[src/rtl/hot_dump_pkg.sv]
// Shared state encoding and default build constants for the hot-page dump controller.
package hot_dump_pkg;

    typedef enum logic [2:0] {
        RUN   = 3'd0,
        DRAIN = 3'd1,
        READ  = 3'd2,
        OUT   = 3'd3,
        CLEAR = 3'd4
    } dump_state_t;

    localparam int ADDR_SIZE_DEF    = 28;
    localparam int CNT_SIZE_DEF     = 32;
    localparam int NUM_ENTRY_DEF    = 25;
    localparam int EPOCH_CYCLES_DEF = 450000;
    localparam int DRAIN_CYCLES_DEF = 8;

endpackage

[src/rtl/hot_dump_epoch_timer.sv]
// Epoch length counter: expires on the last RUN cycle of an epoch or on an early trigger.
module hot_dump_epoch_timer #(
    parameter int EPOCH_CYCLES = 450000
) (
    input  logic clk,
    input  logic rst_n,
    input  logic run,
    input  logic trigger,
    output logic expire
);

    localparam int TW = $clog2(EPOCH_CYCLES + 1);
    localparam logic [TW-1:0] LAST_CNT = TW'(EPOCH_CYCLES - 1);

    logic [TW-1:0] cnt;

    assign expire = run && ((cnt == LAST_CNT) || trigger);

    // Counter is zeroed on expiry, so it waits at 0 through the dump.
    always_ff @(posedge clk or negedge rst_n) begin
        if (!rst_n)
            cnt <= '0;
        else if (expire)
            cnt <= '0;
        else if (run)
            cnt <= cnt + 1'b1;
    end

endmodule

[src/rtl/hot_page_dump_ctrl.sv]
// Epoch controller: forwards accesses to the sketch/CAM, then streams every CAM entry out.
// Define HOT_DUMP_CLEAR_EN to clear the datapath after each dump; otherwise counts accumulate.
import hot_dump_pkg::*;

module hot_page_dump_ctrl #(
    parameter int ADDR_SIZE    = ADDR_SIZE_DEF,
    parameter int CNT_SIZE     = CNT_SIZE_DEF,
    parameter int NUM_ENTRY    = NUM_ENTRY_DEF,
    parameter int EPOCH_CYCLES = EPOCH_CYCLES_DEF,
    parameter int DRAIN_CYCLES = DRAIN_CYCLES_DEF
) (
    input  logic                         clk,
    input  logic                         rst_n,
    input  logic                         in_valid,
    output logic                         in_ready,
    input  logic [ADDR_SIZE-1:0]         in_addr,
    output logic                         cms_valid,
    output logic [ADDR_SIZE-1:0]         cms_addr,
    input  logic                         dump_trigger,
    output logic [$clog2(NUM_ENTRY)-1:0] rd_idx,
    input  logic [CNT_SIZE-1:0]          rd_cnt,
    input  logic [ADDR_SIZE-1:0]         rd_addr,
    output logic                         out_valid,
    input  logic                         out_ready,
    output logic [ADDR_SIZE-1:0]         out_addr,
    output logic [CNT_SIZE-1:0]          out_cnt,
    output logic                         out_last,
    output logic                         clr,
    output logic [15:0]                  epoch_id
);

    localparam int INDEX_SIZE = $clog2(NUM_ENTRY);
    localparam int DW         = $clog2(DRAIN_CYCLES + 1);
    localparam logic [INDEX_SIZE-1:0] LAST_IDX   = INDEX_SIZE'(NUM_ENTRY - 1);
    localparam logic [DW-1:0]         LAST_DRAIN = DW'(DRAIN_CYCLES - 1);

`ifdef HOT_DUMP_CLEAR_EN
    localparam dump_state_t DONE_ST = CLEAR;
`else
    localparam dump_state_t DONE_ST = RUN;
`endif

    dump_state_t           state_q, state_d;
    logic [DW-1:0]         dcnt;
    logic [INDEX_SIZE-1:0] idx;
    logic                  rd_wait;
    logic                  expire;

    assign in_ready = (state_q == RUN);
    assign rd_idx   = (state_q == READ) ? idx : '0;

`ifdef HOT_DUMP_CLEAR_EN
    assign clr = (state_q == CLEAR);
`else
    assign clr = 1'b0;
`endif

    hot_dump_epoch_timer #(.EPOCH_CYCLES(EPOCH_CYCLES)) u_timer (
        .clk     (clk),
        .rst_n   (rst_n),
        .run     (in_ready),
        .trigger (dump_trigger),
        .expire  (expire)
    );

    // An access accepted on the expiring cycle still belongs to the closing epoch.
    always_ff @(posedge clk or negedge rst_n) begin
        if (!rst_n) begin
            cms_valid <= 1'b0;
            cms_addr  <= '0;
        end else begin
            cms_valid <= in_valid && in_ready;
            if (in_valid && in_ready)
                cms_addr <= in_addr;
        end
    end

    always_ff @(posedge clk or negedge rst_n) begin
        if (!rst_n)
            state_q <= RUN;
        else
            state_q <= state_d;
    end

    always_comb begin
        state_d = state_q;
        case (state_q)
            RUN:     if (expire) state_d = DRAIN;
            DRAIN:   if (dcnt == LAST_DRAIN) state_d = READ;
            READ:    if (rd_wait) state_d = OUT;
            OUT:     if (out_ready) state_d = out_last ? DONE_ST : READ;
            CLEAR:   state_d = RUN;
            default: state_d = RUN;
        endcase
    end

    // READ spends one cycle presenting rd_idx and one with the CAM data valid.
    always_ff @(posedge clk or negedge rst_n) begin
        if (!rst_n) begin
            dcnt      <= '0;
            idx       <= '0;
            rd_wait   <= 1'b0;
            out_valid <= 1'b0;
            out_addr  <= '0;
            out_cnt   <= '0;
            out_last  <= 1'b0;
            epoch_id  <= '0;
        end else begin
            case (state_q)
                RUN: if (expire) dcnt <= '0;
                DRAIN: begin
                    if (dcnt == LAST_DRAIN) begin
                        idx     <= '0;
                        rd_wait <= 1'b0;
                    end else begin
                        dcnt <= dcnt + 1'b1;
                    end
                end
                READ: begin
                    if (!rd_wait) begin
                        rd_wait <= 1'b1;
                    end else begin
                        rd_wait   <= 1'b0;
                        out_valid <= 1'b1;
                        out_addr  <= rd_addr;
                        out_cnt   <= rd_cnt;
                        out_last  <= (idx == LAST_IDX);
                    end
                end
                OUT: begin
                    if (out_ready) begin
                        out_valid <= 1'b0;
                        if (!out_last)
                            idx <= idx + 1'b1;
`ifndef HOT_DUMP_CLEAR_EN
                        else
                            epoch_id <= epoch_id + 1'b1;
`endif
                    end
                end
                CLEAR: epoch_id <= epoch_id + 1'b1;
                default: ;
            endcase
        end
    end

endmodule
[config.mk]
export PLATFORM = sky130hd
export DESIGN_NAME = hot_page_dump_ctrl
export DESIGN_NICKNAME = d
export VERILOG_FILES = /design/src/rtl/hot_dump_pkg.sv /design/src/rtl/hot_dump_epoch_timer.sv /design/src/rtl/hot_page_dump_ctrl.sv
export SDC_FILE = /design/constraint.sdc
export NUM_CORES = 1
export LEC_CHECK = 0
export ABC_AREA = 0
export CORE_AREA = 5 5 110 112
export DETAILED_ROUTE_END_ITERATION = 8
export DIE_AREA = 0 0 115 117
export DONT_BUFFER_PORTS = 1
export PLACE_DENSITY_LB_ADDON = 0.05
export SETUP_SLACK_MARGIN = 0.5
export SLEW_MARGIN = 20
export SYNTH_ARGS = -nofsm -noshare
export SYNTH_HDL_FRONTEND = slang
export SYNTH_SLANG_ARGS = --single-unit
[constraint.sdc]
create_clock -name clk -period 1.9 [get_ports clk]
set_input_delay 0.19 -clock clk [delete_from_list [all_inputs] [get_ports clk]]
set_output_delay 0.19 -clock clk [all_outputs]
set_load 0.1 [all_outputs]
==> flow_summary.rst <==
.. list-table::
   :header-rows: 1

   * - Metric
     - Value
   * - Result of the run
     - finished with violations
   * - Violated checks
     - negative hold slack
   * - Largest net degree at the start of global routing
     - ~140
   * - Std-Cell Rows
     - 39
   * - Floorplan die height
     - between 100 and 150 um
   * - Layout Area Growth over Synthesis
     - 58.9%
   * - Starting utilization of the core area
     - 0.527
   * - Sum of overflow across all layers after global routing
     - 0
   * - Clock latency of the later-clocked register in the worst-skew pair
     - roughly 0.42 ns
   * - Unrepaired setup endpoints after global routing
     - yes
   * - Average footprint of a synthesized cell
     - between 10 and 15 um2
   * - Worst setup path class
     - reg2reg
   * - Commonest non-fill, non-tap cell in the layout
     - buf_4
   * - CTS tree
     - yes
   * - Number of synthesized register bits
     - between 100 and 150
   * - Detailed Route WL
     - 17,500 um
   * - Number of different library cells in the post-synthesis netlist
     - 47
   * - Minimum hold slack
     - -0.536 ns
   * - Via density
     - between 5 and 6
   * - Period Utilization, post-route
     - 0.884
   * - Capture point of the worst path
     - out_cnt[14]
   * - Initial drt markers
     - between 300 and 400
   * - Number of antenna violations at the first check in global routing
     - 0
   * - Setup WS pre-CTS
     - roughly 0.051 ns
   * - Cell at the slowest stage of the critical path
     - dfrtp_1
   * - Max-cap viol count
     - 0
   * - Via Count
     - roughly 4,600
   * - Critical R2R Capture
     - out_cnt[14]
   * - Share of Yosys cell area claimed by the top area cell type
     - 0.589
   * - Cell family with the largest share of critical-path delay
     - buffers and inverters
   * - Final Hold Viols
     - around 140
   * - Synth warn
     - 0
   * - Placed wire-length estimate after detailed placement
     - between 9000 and 10,000 um
   * - CTS Root Buffer Type
     - clkbuf_16
   * - Number of cells produced by synthesis
     - between 400 and 500
   * - Final worst clock skew
     - 0.0121 ns
   * - Level count of the clock H-tree
     - 4
   * - DRT antenna net count
     - 0
   * - Final core area utilization
     - 0.838
   * - Signal arrival time at the worst endpoint
     - between 1.5 and 2 ns
   * - Cell types with the largest area share after synthesis
     - dfrtp_1 59%, mux2_2 15%, xor2_1 2.8%, mux2_4 2.3%, nand2_1 2.1%
   * - Nets
     - around 800
   * - Final TNS setup
     - 0 ns
   * - Cell type with the largest total area after synthesis
     - dfrtp_1
   * - Combined area of the multi-input logic cells
     - 2730 um2
   * - Sort of element at the end of the critical path
     - register
   * - Count of pins over their slew limit
     - 0
   * - R2r worst-path depth
     - 6
   * - Fraction of layout instances using a drive strength above 1
     - 0.513
   * - Final setup vio count
     - 0
   * - Sum of buffers and inverters on the critical path
     - 3
   * - Minimum clock period after layout
     - roughly 1.7 ns
   * - Worst min path class
     - in2async
   * - CTS buffer count
     - 17
   * - Full die area
     - around 13,000 um2
   * - Filler Cell Count
     - about 580
   * - Maximum fanout count along the critical path
     - 16
   * - Iteration count of the initial detailed-routing pass
     - 4
   * - Final GP Congestion
     - 0.785
   * - Cell depth of the worst setup path
     - 6
   * - CP Data Required Time
     - 2.20 ns
   * - Largest stage delay on the critical path
     - ~0.39 ns
   * - Number of global-route vias before repair
     - 4,860
   * - First-pass GRT wire length
     - between 20,000 and 30,000 um
   * - Sequential-to-total area share from yosys stat
     - 0.589
   * - Setup slack of the worst register-to-register path
     - ~0.22 ns
   * - Global-route total usage across every layer
     - 0.248
   * - Startpoint class of the critical path
     - register
   * - Highest clock frequency the design can meet
     - 0.595 GHz
   * - Placeable core region
     - between 10,000 and 15,000 um2
   * - Synthesized cell area
     - between 5000 and 6000 um2
   * - Buffer levels on the longest clock path
     - 2
   * - First element of the critical path
     - state_q[1]
   * - Boundary pin count
     - around 210
   * - Sequential standard cell area
     - roughly 3500 um2
   * - Crit-path cells
     - buf_6 -> nor2b_4 -> buf_4 -> nand2_8 -> bufbuf_16 -> mux2_2
   * - Average detailed-routed wire length per instance
     - slightly above 20 um
   * - Reg clk slew, reported paths
     - about 0.06 ns
   * - Number of port buffers
     - 0
   * - Chip Width
     - ~120 um
   * - Number of sinks driven by the clock tree
     - roughly 140
   * - Crit path setup slack, layout
     - around 0.22 ns
   * - DRC errors left
     - 0
   * - Post-synthesis net count
     - approximately 540
   * - Leading cell types in the layout, fill and taps excluded
     - 138 x buf_4, 123 x dfrtp_1, 91 x dlygate4sd3_1
   * - Reg2Reg Launch Point
     - state_q[1]
## kinds of logic after synthesis
logic type      count (synthesis)  synth area share
fa+ha+maj                       5            0.0107
buf+inv                        26            0.0260
xor+xnor                       32            0.0478
simple gates                  125             0.120
other cells                     1          0.000639
flops                         138             0.589
compound gates                 27            0.0282
mux                            90             0.178
## registers in the layout, summed over array words and instances, names as in the netlist
name and flops:
rd_wait 1, out_addr 28, cms_addr 28, epoch_id 16
idx 5, out_valid 1, dcnt 4, cms_valid 1
out_last 1, u_timer.cnt 19, out_cnt 32, state_q 2
## through the flow
step	area (um2)	cells	hold WS, ns
3_5_place_dp	6950	686	-0.102
4_1_cts	9000	845	-0.545
3_3_place_gp	6950	686	-0.102
2_1_floorplan	6010	444	-0.106
5_1_grt	9320	859	-0.557
6_report	9320	860	-0.536
## cell type report
cell class	instances	area share
inverter	9	0.00497
clock inverter	3	0.00161
multi-input combinational	283	0.292
antenna	1	0.000268
sequential	138	0.374
clock buffer	28	0.0544
timing repair buffer	255	0.253
tap	143	0.0192
## cells in the mapped netlist, drive strengths merged
library cell and n:
a211oi 1, a21oi 9, a31oi 1, a41oi 1
and2 7, and3 2, and3b 1, and4 4
buf 16, clkbuf 1, conb 1, dfrtp 138
ha 5, inv 9, mux2 89, mux2i 1
nand2 34, nand2b 1, nand3 17, nand3b 1
nand4 11, nand4b 1, nand4bb 1, nor2 30
nor2b 2, nor3 8, nor4 3, nor4b 1
o21ai 12, o22ai 1, o31ai 1, o41ai 1
or2 1, xnor2 13, xor2 19
## worst min-delay path by stage
stage | end | slack (ns) | cells after the start
finish | cms_addr[25] | -0.54 | 0
global route | cms_addr[12] | -0.56 | 0
CTS | cms_addr[6] | -0.54 | 0
detailed placement | cms_addr[17] | -0.10 | 0
global placement | cms_addr[17] | -0.10 | 0
floorplan | cms_addr[0] | -0.11 | 0
## layer usage
layer	wire [um]	vias to the layer above	track usage
met1	6430	2317	0.293
li1	-	2069	-
met3	1160	34	0.0730
met4	367	0	0.0900
met2	9500	168	0.430
met5	0	-	0
## what timing repair did
action	CTS	global route
setup buffers	30	13
pin swaps	31	39
endpoints found under the setup margin	137	142
gates resized for setup	66	54
cloned	8	0
hold buffers	90	1
hold endpoints to repair	232	139
Power is left out: the tool's default activity adds up to more than one toggle a clock period on the data nets, which glitch-free logic cannot reach.
